File: config.mk
export PLATFORM = sky130hd
export DESIGN_NAME = token_printer
export DESIGN_NICKNAME = d
export VERILOG_FILES = /design/src/rtl/token_printer.sv
export SDC_FILE = /design/constraint.sdc
export NUM_CORES = 1
export LEC_CHECK = 0
export ABC_AREA = 0
export CORE_ASPECT_RATIO = 1.75
export CORE_UTILIZATION = 42
export DETAILED_ROUTE_END_ITERATION = 16
export DONT_BUFFER_PORTS = 1
export HOLD_SLACK_MARGIN = 0.15
export PLACE_DENSITY = 0.53
export SYNTH_ARGS = -nofsm -noshare
export SYNTH_HDL_FRONTEND = slang
export SYNTH_SLANG_ARGS = --single-unit
File: constraint.sdc
create_clock -name CLK -period 11.1 [get_ports CLK]
set_clock_uncertainty 0.2 [all_clocks]
set_input_delay 3.33 -clock CLK [delete_from_list [all_inputs] [get_ports CLK]]
set_output_delay 3.33 -clock CLK [all_outputs]
set_load 0.02 [all_outputs]
File: src/rtl/token_printer.sv
// token_printer: converts 16-bit lexer tokens {KIND[15:8], VALUE[7:0]} back
// into ASCII text, one byte per output handshake. Each token is followed by
// a separator byte. After the EOF token, a terminator byte is emitted and the
// printer parks in DONE until reset.
//
// Ports:
//   CLK, RST          clock; synchronous active-high reset
//   I_VALID/I_READY   token input handshake (I_READY is a state decode)
//   I_DATA[15:0]      token {KIND, VALUE}
//   O_VALID/O_READY   byte output handshake
//   O_DATA[7:0]       ASCII byte
//   BUSY              token text, separator or terminator in flight
//   DONE              EOF fully emitted; sticky until RST
module token_printer #(
  parameter logic [7:0] SEP_CHAR  = 8'h20,
  parameter logic [7:0] EOL_CHAR  = 8'h0a,
  parameter logic [7:0] TERM_CHAR = 8'h00
) (
  input  logic        CLK,
  input  logic        RST,
  input  logic        I_VALID,
  output logic        I_READY,
  input  logic [15:0] I_DATA,
  output logic        O_VALID,
  input  logic        O_READY,
  output logic [7:0]  O_DATA,
  output logic        BUSY,
  output logic        DONE
);

  typedef enum logic [2:0] {S_IDLE, S_EMIT, S_SEP, S_TERM, S_DONE} state_t;

  state_t     r_state, w_next;
  logic [7:0] r_buf0, r_buf1, r_buf2;
  logic [1:0] r_len, r_idx;
  logic       r_semi, r_eof;

  logic       w_accept;
  logic       w_last;
  logic [7:0] w_t0, w_t1, w_t2;
  logic [1:0] w_len;
  logic [7:0] w_val, w_rem;
  logic [1:0] w_hund;
  logic [3:0] w_tens, w_ones;

  assign w_val    = I_DATA[7:0];
  assign w_accept = (r_state == S_IDLE) && I_VALID && !RST;
  assign w_last   = (r_idx == r_len - 2'd1);

  // Decimal split by compare ladders (no divider): hundreds, then tens.
  always_comb begin
    w_hund = 2'd0;
    w_rem  = w_val;
    if (w_val >= 8'd200) begin
      w_hund = 2'd2;
      w_rem  = w_val - 8'd200;
    end else if (w_val >= 8'd100) begin
      w_hund = 2'd1;
      w_rem  = w_val - 8'd100;
    end
    w_tens = 4'd0;
    for (int unsigned t = 1; t < 10; t++) begin
      if (w_rem >= 8'(t * 10)) w_tens = 4'(t);
    end
    w_ones = 4'(w_rem - 8'(w_tens) * 8'd10);
  end

  // Token text decode, done entirely in the accept cycle.
  always_comb begin
    w_t0  = 8'h3f;  // '?'
    w_t1  = 8'h00;
    w_t2  = 8'h00;
    w_len = 2'd1;
    case (I_DATA[15:8])
      8'h00: w_t0 = 8'h3b;                                                 // ;
      8'h01: begin w_t0 = 8'h6f; w_t1 = 8'h75; w_t2 = 8'h74; w_len = 2'd3; end // out
      8'h02: w_t0 = w_val;
      8'h03: w_t0 = 8'h3d;                                                 // =
      8'h04: begin w_t0 = 8'h69; w_t1 = 8'h66; w_len = 2'd2; end           // if
      8'h05: w_t0 = 8'h28;                                                 // (
      8'h06: w_t0 = 8'h29;                                                 // )
      8'h07: begin w_t0 = 8'h3c; w_t1 = 8'h3c; w_len = 2'd2; end           // <<
      8'h08: begin w_t0 = 8'h3e; w_t1 = 8'h3e; w_len = 2'd2; end           // >>
      8'h09: w_t0 = 8'h2b;                                                 // +
      8'h0a: w_t0 = 8'h2d;                                                 // -
      8'h0b: begin
        if (w_val == 8'hff) begin
          w_t0 = 8'h3f;
        end else if (w_hund != 2'd0) begin
          w_t0  = 8'h30 + {6'd0, w_hund};
          w_t1  = 8'h30 + {4'd0, w_tens};
          w_t2  = 8'h30 + {4'd0, w_ones};
          w_len = 2'd3;
        end else if (w_tens != 4'd0) begin
          w_t0  = 8'h30 + {4'd0, w_tens};
          w_t1  = 8'h30 + {4'd0, w_ones};
          w_len = 2'd2;
        end else begin
          w_t0 = 8'h30 + {4'd0, w_ones};
        end
      end
      8'h0c: begin w_t0 = 8'h45; w_t1 = 8'h4f; w_t2 = 8'h46; w_len = 2'd3; end // EOF
      default: ;
    endcase
  end

  always_comb begin
    w_next  = r_state;
    I_READY = 1'b0;
    O_VALID = 1'b0;
    O_DATA  = '0;
    BUSY    = 1'b0;
    DONE    = 1'b0;
    case (r_state)
      S_IDLE: begin
        I_READY = !RST;
        if (w_accept) w_next = S_EMIT;
      end
      S_EMIT: begin
        O_VALID = 1'b1;
        BUSY    = 1'b1;
        O_DATA  = (r_idx == 2'd0) ? r_buf0 : (r_idx == 2'd1) ? r_buf1 : r_buf2;
        if (O_READY && w_last) w_next = S_SEP;
      end
      S_SEP: begin
        O_VALID = 1'b1;
        BUSY    = 1'b1;
        O_DATA  = r_semi ? EOL_CHAR : SEP_CHAR;
        if (O_READY) w_next = r_eof ? S_TERM : S_IDLE;
      end
      S_TERM: begin
        O_VALID = 1'b1;
        BUSY    = 1'b1;
        O_DATA  = TERM_CHAR;
        if (O_READY) w_next = S_DONE;
      end
      S_DONE: DONE = 1'b1;
      default: w_next = S_IDLE;
    endcase
  end

  always_ff @(posedge CLK) begin
    if (RST) begin
      r_state <= S_IDLE;
      r_idx   <= '0;
      r_len   <= 2'd1;
      r_buf0  <= '0;
      r_buf1  <= '0;
      r_buf2  <= '0;
      r_semi  <= 1'b0;
      r_eof   <= 1'b0;
    end else begin
      r_state <= w_next;
      if (w_accept) begin
        r_buf0 <= w_t0;
        r_buf1 <= w_t1;
        r_buf2 <= w_t2;
        r_len  <= w_len;
        r_idx  <= '0;
        r_semi <= (I_DATA[15:8] == 8'h00);
        r_eof  <= (I_DATA[15:8] == 8'h0c);
      end else if (r_state == S_EMIT && O_READY && !w_last) begin
        r_idx <= r_idx + 2'd1;
      end
    end
  end

endmodule

### After elaboration in Yosys (flattened, before gate mapping)

Cells that the tools add are included.

| word-level totals | value |
|---|---|
| register bits | 33 |
| input port bits | 20 |
| output and inout bits | 12 |
| word-level logic and storage cells | 110 |

| operators by class | value |
|---|---|
| add/sub/neg operators | 8 |
| multipliers | 1 |
| order comparisons | 11 |
| equal/unequal tests | 23 |
| mux-type cells | 41 |
| bitwise operators | 1 |
| reduce and logical (&&, ||, !) cells | 17 |

Operators by type and width:

| cell | count |
|---|---|
| one-hot mux 8 bit (13 select lines) | 1 |
| 2-to-1 mux 7 bit | 8 |
| one-hot mux 7 bit (6 select lines) | 1 |
| == test 8 x 4 -> 1 bit (second input constant) | 5 |
| == test 8 x 3 -> 1 bit (second input constant) | 4 |
| >= comparator 8 x 7 -> 1 bit (second input constant) | 4 |
| 2-to-1 mux 4 bit | 8 |
| 2-to-1 mux 8 bit | 4 |
| >= comparator 8 x 6 -> 1 bit (second input constant) | 3 |
| one-hot mux 7 bit (3 select lines) | 1 |
| == test 8 x 2 -> 1 bit (second input constant) | 2 |
| >= comparator 8 x 5 -> 1 bit (second input constant) | 2 |
| one-hot mux 8 bit (2 select lines) | 1 |
| one-hot mux 3 bit (5 select lines) | 1 |
| adder 6 x 4 -> 7 bit (first input constant) | 2 |
| 2-to-1 mux 3 bit | 4 |
| 2-to-1 mux 2 bit | 5 |
| == test 8 x 1 -> 1 bit (second input constant) | 1 |
| == test 8 bit (second input constant) | 1 |
| >= comparator 8 x 4 -> 1 bit (second input constant) | 1 |
| >= comparator 8 bit (second input constant) | 1 |
| logical NOT 8 bit | 1 |
| != test 2 bit (second input constant) | 4 |
| subtractor 8 x 7 -> 8 bit (second input constant) | 1 |
| 24 further kinds | 36 |

### Logic depth before layout (Yosys ltp)

| depth | value |
|---|---|
| depth after elaboration | 20 |
| depth in mapped cells | 19 |
| depth with buffers taken out | 17 |

### Worst setup path before layout

Ideal clock, no wire load.

| timing path | value |
|---|---|
| path kind | input port to output port |
| start | in RST |
| end | out I_READY |
| arrival | 4349 ps |
| required time | 7570 ps |
| setup slack | 3221 ps |
| stages | 3 |
| path buffers | 2 |
| cells stage by stage | clkbuf_1 -> buf_1 -> nor4_1 |

| on the way | value |
|---|---|
| word-level cells in the longest chain between the ends | 2 |

RTL lines:

| item | line | source |
|---|---|---|
| start: declaration | 20 | `input logic RST,` |
| logical NOT 1 bit | 116 | `I_READY = !RST;` |
| 2-to-1 mux 1 bit | 114 | `case (r_state)` |
| end: declaration | 22 | `output logic I_READY,` |

Every way passes these cells.

### Final worst setup path

Same ends and word-level chain as after synthesis.

==> flow_summary.ini <==
[hold_path]
min_path_type = reg -> reg
worstHoldStart = r_buf2[3]

[synthesis]
synth-edff-count = 0
ys_seq_area_share_pct = 21.10
async_reset_ff_share_pct = 0
syn_inst = 379
syn_nets = 409
synth-main-ff-cell = dfxtp_1
syn_area_sq_um = 2846
synth-seq-cells = 30
synth_warnings = 0
yosysUniqueCellTypes = 77
syn_avg_cell_area_sq_um = 7.511

[placed_design]
dpl.cell_count = 439
placed_cell_area_sq_um = 2839
place.gp.congestion = 0.8777
dp.final_hpwl_mm = 6.895
port-buffer-count = 0

[critical_path]
cp-start-kind = input port
critPathLaunch = RST
cp_num_buf_inv = 0
path_max_fanout = 20
r2r_start = r_state[2]
crit_type = in -> out
critPathCaptureType = output pin
critPathMaxStageDelay_ns = 0.66
critical_path.top_delay_family = simple AND/OR/NAND/NOR gates
cp_slowest_cell = nor4_1
critPathArrivalTime_ns = 4.00
cp.required_ns = 7.57
cp_cell_sequence = nor4_1

[cts]
cts_buffer_depth = 2
cts_buffers = 5
cts_num_sinks = 30
clk_pin_slew_ns = 0.05
postCtsSetupBuffers = 0
cts_tree = yes
root_buffer = clkbuf_16
htree_levels = 2
insertion_delay_ns = 0.27
hold_buffers = 0
post_cts_resized = 0

[timing]
tns_ns = 0
rsz0062_at_grt = no
fin_crit_sh_pct = 67.85
relSlewSlack_pct = 40.67
hold_viol = 0
drv_slew = 0
worst_pin_slew_ns = 0.8818
finalSetupViolations = 0
clock.fmax_mhz = 132.8
min_period_ns = 7.531

[drt]
routed_wirelength_mm = 8.647
vias = 2763
via_per_inst = 6.181
drtIter0Drc = 162
ant_nets = 0
route.detailed.drc = 0
wl_per_cell_um = 19.34
drt-pass1-iter-count = 4

[power]
p_seq_share_pct = 30.7
switching_power_uw = 127.6
p_leak_uw = 0.001070
peakVddDrop_mv = 0.05575
power_density_nw_per_um2 = 129.4
pwr-share-comb_pct = 31.5
p_sw_share_pct = 32.82
power_frac_clock_pct = 37.7
internal_power_uw = 261.3
power_uw = 388.9

[floorplan]
initial_core_util_pct = 43.53
core.rowCount = 39
io_pins = 32
die_x_um = 64.23
die_h_um = 110.9
design.die.area_sq_um = 7123
design.core.area_sq_um = 6539

[finish]
final_util_pct = 45.96
syn_to_final_growth_pct = 5.582
drive_above_1_share_pct = 11.78
layout_commonest_cell = nor2_1
final_cell_mix = 49 x nor2_1, 37 x nand2_1, 30 x dfxtp_1
antenna_cells = 0
fillers = 711
fin_area_sq_um = 3005
nets = 394
fin_cells = 447

[global_route]
grt_pass1_vias = 2696
grt_pass1_wl_mm = 13.77
antenna_found_initial = 0
grt_usage_pct = 25.22
grt_overflow = 0
grt_max_degree = 21

[status]
outcome = completed

[run]
maxCapViolations = 0
==> power by group through the flow <==
stage | clock (uW) | sequential (uW) | combinational, uW
final | 147 | 120 | 123
after global routing | 154 | 120 | 135
after CTS | 149 | 119 | 122
after detailed placement | 0 | 122 | 122
after global placement | 0 | 122 | 121
after floorplan | 0 | 119 | 109
==> sequential cells by signal, indices dropped and copies added, names as in the netlist <==
| name | flops |
|---|---|
| r_idx | 2 |
| r_state | 3 |
| r_buf1 | 7 |
| r_eof | 1 |
| r_semi | 1 |
| r_len | 2 |
| r_buf2 | 6 |
| r_buf0 | 8 |
==> cells by family (layout without fill, tap and decap cells) <==
logic type               Yosys count  in the layout  share of synthesized area (%)
adder cells (fa/ha/maj)           11             11                          5.055
AND/OR/NAND/NOR                  150            150                          26.86
flip-flops                        30             30                          21.10
buffers and inverters             42             28                          6.769
AO/OA/AOI/OAI                    126            126                          33.32
multiplexers                      11             11                          3.868
XOR/XNOR                           9              9                          3.033
==> synth_stat cells (6+ instances only) <==
library cell | count | area [sq um]
inv_1 | 18 | 67.56
clkbuf_1 | 15 | 56.30
mux2i_1 | 11 | 110.1
a31oi_1 | 6 | 37.54
nor2_1 | 49 | 183.9
dfxtp_1 | 30 | 600.6
a21oi_1 | 24 | 120.1
nand2_1 | 37 | 138.9
a21oi_2 | 6 | 52.55
o21ai_0 | 20 | 100.1
nor4_1 | 6 | 37.54
nor3_1 | 8 | 40.04
nand3_1 | 11 | 55.05
ha_1 | 9 | 112.6
==> worst paths after layout <==
| kind | to | slack, ns | cells past startpoint |
|---|---|---|---|
| setup / recovery | I_READY | 3.57 | 1 |
| hold / removal | r_buf2[3] | 0.25 | 2 |
| setup reg to reg | r_len[0] | 8.58 | 6 |
| hold reg to reg | r_buf2[3] | 0.25 | 2 |
==> cell type report <==
class	count	area (sq um)	share of cell area, %
clock buffers	8	166.4	5.537
flip-flops and latches	30	600.6	19.98
repair buffers	2	15.01	0.4996
multi-input cells	307	2053	68.32
inverters	18	67.56	2.248
well taps	82	102.6	3.414
==> metrics by stage <==
step / hold WS [ns] / setup slack (ns)
3_3_place_gp: 0.2344 / 3.566
6_report: 0.2523 / 3.569
2_1_floorplan: 0.2221 / 3.221
5_1_grt: 0.2700 / 3.432
4_1_cts: 0.2446 / 3.569
3_5_place_dp: 0.2390 / 3.508
==> routing by layer <==
layer  global-route usage, %  wire (um)  vias to the layer above
met3                   1.235        168                       14
met5                       0          0                        -
met1                   25.74       3308                     1324
met4                   12.74        295                        0
li1                        -          -                     1371
met2                   49.43       4874                       54
==> tightest hold or removal path, cell delays in order, from the launching register on <==
cell and delay (ns):
dfxtp_1 0.30, nand2_1 0.05, o21ai_1 0.05
Note: power is estimated with default switching activity, not from simulation.
